### config.mk
export PLATFORM = sky130hd
export DESIGN_NAME = serial_subtractor
export DESIGN_NICKNAME = d
export VERILOG_FILES = /design/src/rtl/sersub_pkg.sv /design/src/rtl/serial_subtractor_fullsubtractor.sv /design/src/rtl/serial_subtractor.sv
export SDC_FILE = /design/constraint.sdc
export NUM_CORES = 1
export LEC_CHECK = 0
export CAP_MARGIN = 20
export CORE_MARGIN = 3
export CORE_UTILIZATION = 50
export DETAILED_ROUTE_END_ITERATION = 6
export HOLD_SLACK_MARGIN = 0.06
export PLACE_DENSITY = 0.78
export SETUP_SLACK_MARGIN = 0.4
export SLEW_MARGIN = 25
export SYNTH_ARGS = -nofsm -noshare
export SYNTH_HDL_FRONTEND = slang
export SYNTH_SLANG_ARGS = --single-unit
### constraint.sdc
create_clock -name clk -period 3.8 [get_ports clk]
set_input_delay 0.76 -clock clk [delete_from_list [all_inputs] [get_ports clk]]
set_output_delay 0.76 -clock clk [all_outputs]
set_load 0.1 [all_outputs]
### src/rtl/sersub_pkg.sv
// Shared types and sizing helpers for the bit-serial subtractor.
// The FSM encoding is fixed so that state values stay stable across builds.
package sersub_pkg;

  typedef enum logic [1:0] {
    IDLE = 2'b00,
    RUN  = 2'b01,
    DONE = 2'b10
  } state_t;

  localparam int DEF_WIDTH = 8;
  localparam int DEF_CNT_W = $clog2(DEF_WIDTH) + 1;

  // Bit counter width for a given operand width.
  function automatic int cnt_width(input int width);
    return $clog2(width) + 1;
  endfunction

endpackage

### src/rtl/serial_subtractor_fullsubtractor.sv
// One-bit full subtractor cell: diff = a - b - c, br = borrow out.
// Purely combinational.
module fullsubtractor (
  input  logic a,
  input  logic b,
  input  logic c,
  output logic diff,
  output logic br
);

  assign diff = a ^ b ^ c;
  assign br   = (~a & b) | (~(a ^ b) & c);

endmodule

### src/rtl/serial_subtractor.sv
// Bit-serial a - b - bin, LSB first; result valid WIDTH cycles after accept; one op in flight.
// Backpressure: in_ready only in IDLE, result held in DONE until out_ready. Optional ovf via SERSUB_OVF_EN.
module serial_subtractor
  import sersub_pkg::*;
#(
  parameter int WIDTH = DEF_WIDTH
) (
  input  logic             clk,
  input  logic             rst_n,
  input  logic             in_valid,
  output logic             in_ready,
  input  logic [WIDTH-1:0] a,
  input  logic [WIDTH-1:0] b,
  input  logic             bin,
  output logic             out_valid,
  input  logic             out_ready,
  output logic [WIDTH-1:0] diff,
  output logic             bout,
  output logic             busy
`ifdef SERSUB_OVF_EN
  ,
  output logic             ovf
`endif
);

  localparam int CNT_W = cnt_width(WIDTH);

  state_t           state;
  state_t           state_nxt;
  logic [WIDTH-1:0] a_sh;
  logic [WIDTH-1:0] b_sh;
  logic [WIDTH-1:0] res_sh;
  logic             brw;
  logic [CNT_W-1:0] cnt;
  logic [WIDTH-1:0] diff_r;
  logic             bout_r;
  logic             accept;
  logic             last_bit;
  logic             cell_diff;
  logic             cell_br;

  fullsubtractor u_cell (
    .a    (a_sh[0]),
    .b    (b_sh[0]),
    .c    (brw),
    .diff (cell_diff),
    .br   (cell_br)
  );

  always_ff @(posedge clk) begin
    if (!rst_n) begin
      state <= IDLE;
    end else begin
      state <= state_nxt;
    end
  end

  always_comb begin
    state_nxt = state;
    in_ready  = 1'b0;
    out_valid = 1'b0;
    busy      = 1'b0;
    accept    = 1'b0;
    last_bit  = 1'b0;
    case (state)
      IDLE: begin
        in_ready = 1'b1;
        if (in_valid) begin
          accept    = 1'b1;
          state_nxt = RUN;
        end
      end
      RUN: begin
        busy = 1'b1;
        if (cnt == CNT_W'(WIDTH - 1)) begin
          last_bit  = 1'b1;
          state_nxt = DONE;
        end
      end
      DONE: begin
        out_valid = 1'b1;
        if (out_ready) begin
          state_nxt = IDLE;
        end
      end
      default: state_nxt = IDLE;
    endcase
  end

  // Results land in diff_r/bout_r only at the last bit, so the outputs never
  // show partial sums and stay put through DONE and the following IDLE.
  always_ff @(posedge clk) begin
    if (!rst_n) begin
      a_sh   <= '0;
      b_sh   <= '0;
      res_sh <= '0;
      brw    <= 1'b0;
      cnt    <= '0;
      diff_r <= '0;
      bout_r <= 1'b0;
    end else if (accept) begin
      a_sh <= a;
      b_sh <= b;
      brw  <= bin;
      cnt  <= '0;
    end else if (state == RUN) begin
      a_sh   <= a_sh >> 1;
      b_sh   <= b_sh >> 1;
      res_sh <= {cell_diff, res_sh[WIDTH-1:1]};
      brw    <= cell_br;
      cnt    <= cnt + CNT_W'(1);
      if (last_bit) begin
        diff_r <= {cell_diff, res_sh[WIDTH-1:1]};
        bout_r <= cell_br;
      end
    end
  end

  assign diff = diff_r;
  assign bout = bout_r;

`ifdef SERSUB_OVF_EN
  logic ovf_r;

  // At the last bit brw is the borrow into the MSB.
  always_ff @(posedge clk) begin
    if (!rst_n) begin
      ovf_r <= 1'b0;
    end else if (last_bit) begin
      ovf_r <= brw ^ cell_br;
    end
  end

  assign ovf = ovf_r;
`endif

endmodule
==> flow_metrics.env, run 1 <==
export IMPL_outcome="completed"
export IMPL_dieHeight_um=62.9
export IMPL_ir_drop_uv=237
export IMPL_synth_top_area_frac=0.483
export IMPL_rsz0062_at_grt="false"
export IMPL_worstPathArrival_ps=1910
export IMPL_cp_max_fo=18
export IMPL_gp_congestion=0.790
export IMPL_synthMuxAreaShare=0.0495
export IMPL_n_antenna_cell=0
export IMPL_ys_warn_count=0
export IMPL_vias_per_cell=5.55
export IMPL_vias=1415
export IMPL_cts_tree="built"
export IMPL_synth_top_family_by_area="compound AO/OA/AOI/OAI gates"
export IMPL_grt_pass1_wl_mm=5.82
export IMPL_dp_hpwl_mm=2.47
export IMPL_clock_latency_ps=330
export IMPL_slew_headroom=0.343
export IMPL_pre_cts_slack_ps=1390
export IMPL_drc=0
export IMPL_cts_resized=0
export IMPL_hold_violations=0
export IMPL_cts_setup_buffers=0
export IMPL_p_sw_uw=188
export IMPL_worst_pin_slew_ps=982
export IMPL_wirelength_mm=3.47
export IMPL_startpoint_type="flip-flop"
export IMPL_pwr_share_clk=0.251
export IMPL_synthCells=186
export IMPL_cp_num_buf_inv=2
export IMPL_synth_compound_area_frac=0.245
export IMPL_syn_nets=209
export IMPL_avgRoutedWirePerCell_um=13.6
export IMPL_grt_pass1_vias=1340
export IMPL_p_int_uw=539
export IMPL_synth_area_um2=1620
export IMPL_postRouteAntennaNets=0
export IMPL_grt_overflow=0
export IMPL_htreeDepth=2
export IMPL_synth_area_leaders="dfxtp_1 48%, nand2_1 8.1%, a21oi_1 6.8%"
export IMPL_initial_core_util=0.525
export IMPL_period_share=0.704
export IMPL_async_reset_ff_frac=0
export IMPL_syn_to_final_growth_pct=20.7
export IMPL_slowest_stage="dfxtp_1"
export IMPL_pwr_share_seq=0.607
export IMPL_ys_top_cells_by_count="39 x dfxtp_1, 35 x nand2_1, 22 x a21oi_1, 14 x o21ai_0, 11 x nor2_1"
export IMPL_required_ps=3040
export IMPL_yosys_area_share_xor_xnor=0
export IMPL_setup_slack_ps=1130
export IMPL_cp_end_kind="output port"
export IMPL_clk_pin_slew_ps=100
export IMPL_p_comb_frac=0.142
export IMPL_synth_edf_count=0
export IMPL_dp_cells=249
export IMPL_cts_hold_buffers=0
export IMPL_die_area_um2=3950
export IMPL_tns_ps=0
export IMPL_p_leak_nw=0.672
export IMPL_seq_area_frac_synth=0.483
export IMPL_powerDensity_nw_per_um2=373
export IMPL_hp_class="reg -> reg"
export IMPL_drtIter0Drc=87
export IMPL_numClockSinks=39
export IMPL_min_period_ps=2670
export IMPL_slew_violations=0
export IMPL_drive_above_1_share=0.0664
export IMPL_io_buffers=32
export IMPL_synth_distinct_cells=34
export IMPL_antenna_found_initial=0
export IMPL_row_count=20
export IMPL_avgSynthCellArea_um2=8.69
export IMPL_drtPass1Iterations=4
export IMPL_fin_nets=235
export IMPL_pin_count=33
export IMPL_swShare=0.259
export IMPL_numCtsBuffers=5
export IMPL_post_route_util=0.634
export IMPL_core_area_um2=3080
export IMPL_power_uw=728
export IMPL_synth_most_common_cell="dfxtp_1"
export IMPL_clk_path_buf_depth=2
export IMPL_synth_simple_area_share=0.139
export IMPL_drv_cap=0
export IMPL_clock_skew_ps=5.63
export IMPL_root_buffer="clkbuf_4"
export IMPL_fmaxAchievable_mhz=374
export IMPL_fp_dieW_um=62.9
export IMPL_synth_adder_area_share=0.0201
export IMPL_crit_chain="nand2b_1, inv_2, buf_4"
export IMPL_crit_family="flip-flops"
export IMPL_yosys_area_top_type="dfxtp_1"
export IMPL_setup_viol=0
export IMPL_max_stage_delay_ps=700
export IMPL_stdcell_count=255
export IMPL_grt_usage=0.184
export IMPL_grt_max_degree=32
export IMPL_critical_path_class="reg -> out"
export IMPL_ys_ff_latch=39
export IMPL_synthFlopType="dfxtp_1"
==> worst register-to-register path, cell delays in order, from the launching register on <==
cell,delay (ps)
dfxtp_1,700
nand2b_1,320
inv_2,240
and2_4,290
mux2i_1,220
==> per-stage QoR <==
step	hold slack, ps	area, um^2
detailed placement	449	1910
CTS	468	1950
finish	462	1950
global placement	442	1910
floorplan	437	1620
global route	490	1950
==> routing by layer <==
metal / part of all wire / global-route usage / up-vias / routed length, um
li1: - / - / 701 / -
met1: 0.44 / 0.229 / 666 / 1530
met2: 0.50 / 0.307 / 45 / 1740
met3: 0.046 / 0.0378 / 3 / 159
met4: 0.010 / 0.0799 / 0 / 35
met5: 0 / 0 / - / 0
==> cell type report <==
type	instances	area (um^2)
clock buffers	6	41.3
fillers	263	1130
inverters	6	22.5
multi-input cells	127	732
flip-flops and latches	39	781
well taps	44	55.1
repair buffers	33	320
==> power by group through the flow <==
stage                     combinational, mW  clock, mW  sequential, mW
after floorplan                      0.0745          0           0.445
after global placement               0.0994          0           0.450
after detailed placement              0.102          0           0.451
after CTS                             0.103      0.189           0.442
after global routing                  0.114      0.209           0.445
final                                 0.103      0.183           0.442
==> placed cells by master (no fill, tap or decap), types with 2 or more instances in the layout <==
| cell | count |
|---|---|
| clkdlybuf4s50_1 | 29 |
| nor2_1 | 11 |
| buf_4 | 4 |
| a211oi_1 | 2 |
| o2bb2ai_1 | 5 |
| o21ai_0 | 14 |
| clkinv_1 | 2 |
| a32oi_1 | 2 |
| clkbuf_4 | 5 |
| inv_1 | 3 |
| dfxtp_1 | 39 |
| a221oi_1 | 2 |
| o22ai_1 | 9 |
| nand2b_1 | 2 |
| a21oi_1 | 22 |
| nand3_1 | 2 |
| mux2i_1 | 8 |
| nand2_1 | 35 |
==> worst paths after layout <==
| kind | end | startpoint | slack [ps] | cells past startpoint |
|---|---|---|---|---|
| max | busy | state[0]$_SDFFE_PN0P_ | 1130 | 3 |
| min | diff[4]$_SDFFE_PN0P_ | diff[4]$_SDFFE_PN0P_ | 460 | 2 |
| max reg2reg | diff[0]$_SDFFE_PN0P_ | state[0]$_SDFFE_PN0P_ | 1950 | 4 |
| min reg2reg | diff[4]$_SDFFE_PN0P_ | diff[4]$_SDFFE_PN0P_ | 460 | 2 |
==> flip-flops by register name (all words and copies together) (netlist names) <==
| name | count |
|---|---|
| a_sh | 8 |
| b_sh | 8 |
| diff | 8 |
| res_sh | 7 |
| cnt | 4 |
| state | 2 |
| bout | 1 |
| brw | 1 |
==> cell families after synthesis <==
family	Yosys count
AOI/OAI and AO/OA	63
DFF	39
muxes	8
adders and majority gates	2
buffers and inverters	20
and+or+nand+nor	54
Power figures use the tool's default switching activity.
==> run 2: changes to the inputs <==
==> constraint.sdc (replaced) <==
create_clock -name clk -period 2.7 [get_ports clk]
set_input_delay 0.54 -clock clk [delete_from_list [all_inputs] [get_ports clk]]
set_output_delay 0.54 -clock clk [all_outputs]
set_load 0.1 [all_outputs]
==> flow_metrics.env, run 2 (same netlist as run 1, synthesis figures left out) <==
export IMPL_syn_to_final_growth_pct=24.0
export IMPL_row_count=20
export IMPL_cts_hold_buffers=0
export IMPL_grt_pass1_vias=1296
export IMPL_cts_setup_buffers=0
export IMPL_grt_overflow=0
export IMPL_cts_resized=0
export IMPL_drtIter0Drc=56
export IMPL_htreeDepth=2
export IMPL_antenna_found_initial=0
export IMPL_min_period_ps=2110
export IMPL_critical_path_class="reg -> out"
export IMPL_hp_class="reg -> reg"
export IMPL_clk_pin_slew_ps=120
export IMPL_grt_usage=0.186
export IMPL_cts_tree="built"
export IMPL_clock_skew_ps=7.09
export IMPL_final_cell_mix="39 x dfxtp_1, 35 x nand2_1, 22 x a21oi_1"
export IMPL_power_mw=1.19
export IMPL_crit_chain="nand2b_1, inv_2, buf_12"
export IMPL_max_stage_delay_ps=470
export IMPL_io_buffers=32
export IMPL_ir_drop_uv=370
export IMPL_dp_cells=251
export IMPL_clk_path_buf_depth=2
export IMPL_powerDensity_nw_per_um2=592
export IMPL_slew_violations=0
export IMPL_drive_above_1_share=0.135
export IMPL_fin_hold_ws_ps=462
export IMPL_root_buffer="clkbuf_4"
export IMPL_slowest_stage="dfxtp_1"
export IMPL_worstPathArrival_ps=1570
export IMPL_core_area_um2=3080
export IMPL_setup_viol=0
export IMPL_numCtsBuffers=5
export IMPL_drc=0
export IMPL_clock_latency_ps=350
export IMPL_avgRoutedWirePerCell_um=13.6
export IMPL_fmaxAchievable_mhz=474
export IMPL_initial_core_util=0.525
export IMPL_die_area_um2=3950
export IMPL_post_route_util=0.651
export IMPL_n_antenna_cell=0
export IMPL_cp_end_kind="output port"
export IMPL_wirelength_mm=3.54
export IMPL_outcome="completed"
export IMPL_numClockSinks=39
export IMPL_pin_count=33
export IMPL_startpoint_type="flip-flop"
export IMPL_tns_ps=0
export IMPL_worst_pin_slew_ps=483
export IMPL_vias_per_cell=5.38
export IMPL_cp_max_fo=12
export IMPL_vias=1393
export IMPL_required_ps=2160
export IMPL_fin_area_um2=2000
export IMPL_pre_cts_slack_ps=705
export IMPL_rsz0062_at_grt="false"
export IMPL_postRouteAntennaNets=0
export IMPL_fp_dieW_um=62.9
export IMPL_hold_violations=0
export IMPL_grt_pass1_wl_mm=5.82
export IMPL_gp_congestion=0.796
export IMPL_stdcell_count=259
export IMPL_drtPass1Iterations=4
export IMPL_slew_headroom=0.676
export IMPL_period_share=0.781
export IMPL_p_leak_nw=0.727
export IMPL_dpl_cell_area_um2=1920
export IMPL_final_common_cell="dfxtp_1"
export IMPL_drv_cap=0
export IMPL_setup_slack_ps=591
export IMPL_grt_max_degree=31
export IMPL_dieHeight_um=62.9
export IMPL_dp_hpwl_mm=2.47
export IMPL_fin_nets=237
-- run 2: power breakdown --
| part | internal, mW | total (mW) | switching, mW |
|---|---|---|---|
| clock | 0.219 | 0.414 | 0.195 |
| sequential | 0.603 | 0.620 | 0.0168 |
| combinational | 0.0672 | 0.154 | 0.0863 |
| total | 0.889 | 1.19 | 0.298 |
-- run 2: final timing paths --
path	from	end	slack [ps]	depth (start not counted)
max	state[0]$_SDFFE_PN0P_	busy	590	3
min	diff[2]$_SDFFE_PN0P_	diff[2]$_SDFFE_PN0P_	460	2
max reg2reg	state[0]$_SDFFE_PN0P_	diff[7]$_SDFFE_PN0P_	1110	4
min reg2reg	diff[2]$_SDFFE_PN0P_	diff[2]$_SDFFE_PN0P_	460	2
-- run 2: routing by layer --
layer	vias up	wire (um)	track usage	share of wire
met5	-	0	0	0
met4	0	44	0.0826	0.012
met3	5	191	0.0450	0.054
met2	41	1780	0.327	0.50
met1	639	1520	0.211	0.43
li1	708	-	-	-
-- run 2: worst max-delay path, delay by kind of cell, from the launching register on --
kind                   cells  cell delay [ps]
buffers and inverters      2              480
and+or+nand+nor            1              260
DFF                        1              470
-- run 2: layout make-up --
cell class / count / area (um^2)
inverter: 6 / 22.5
clock buffer: 6 / 51.3
fill: 274 / 1070
multi-input combinational: 127 / 734
tap: 44 / 55.1
sequential: 39 / 781
clock inverter: 2 / 35.0
timing repair buffer: 35 / 325
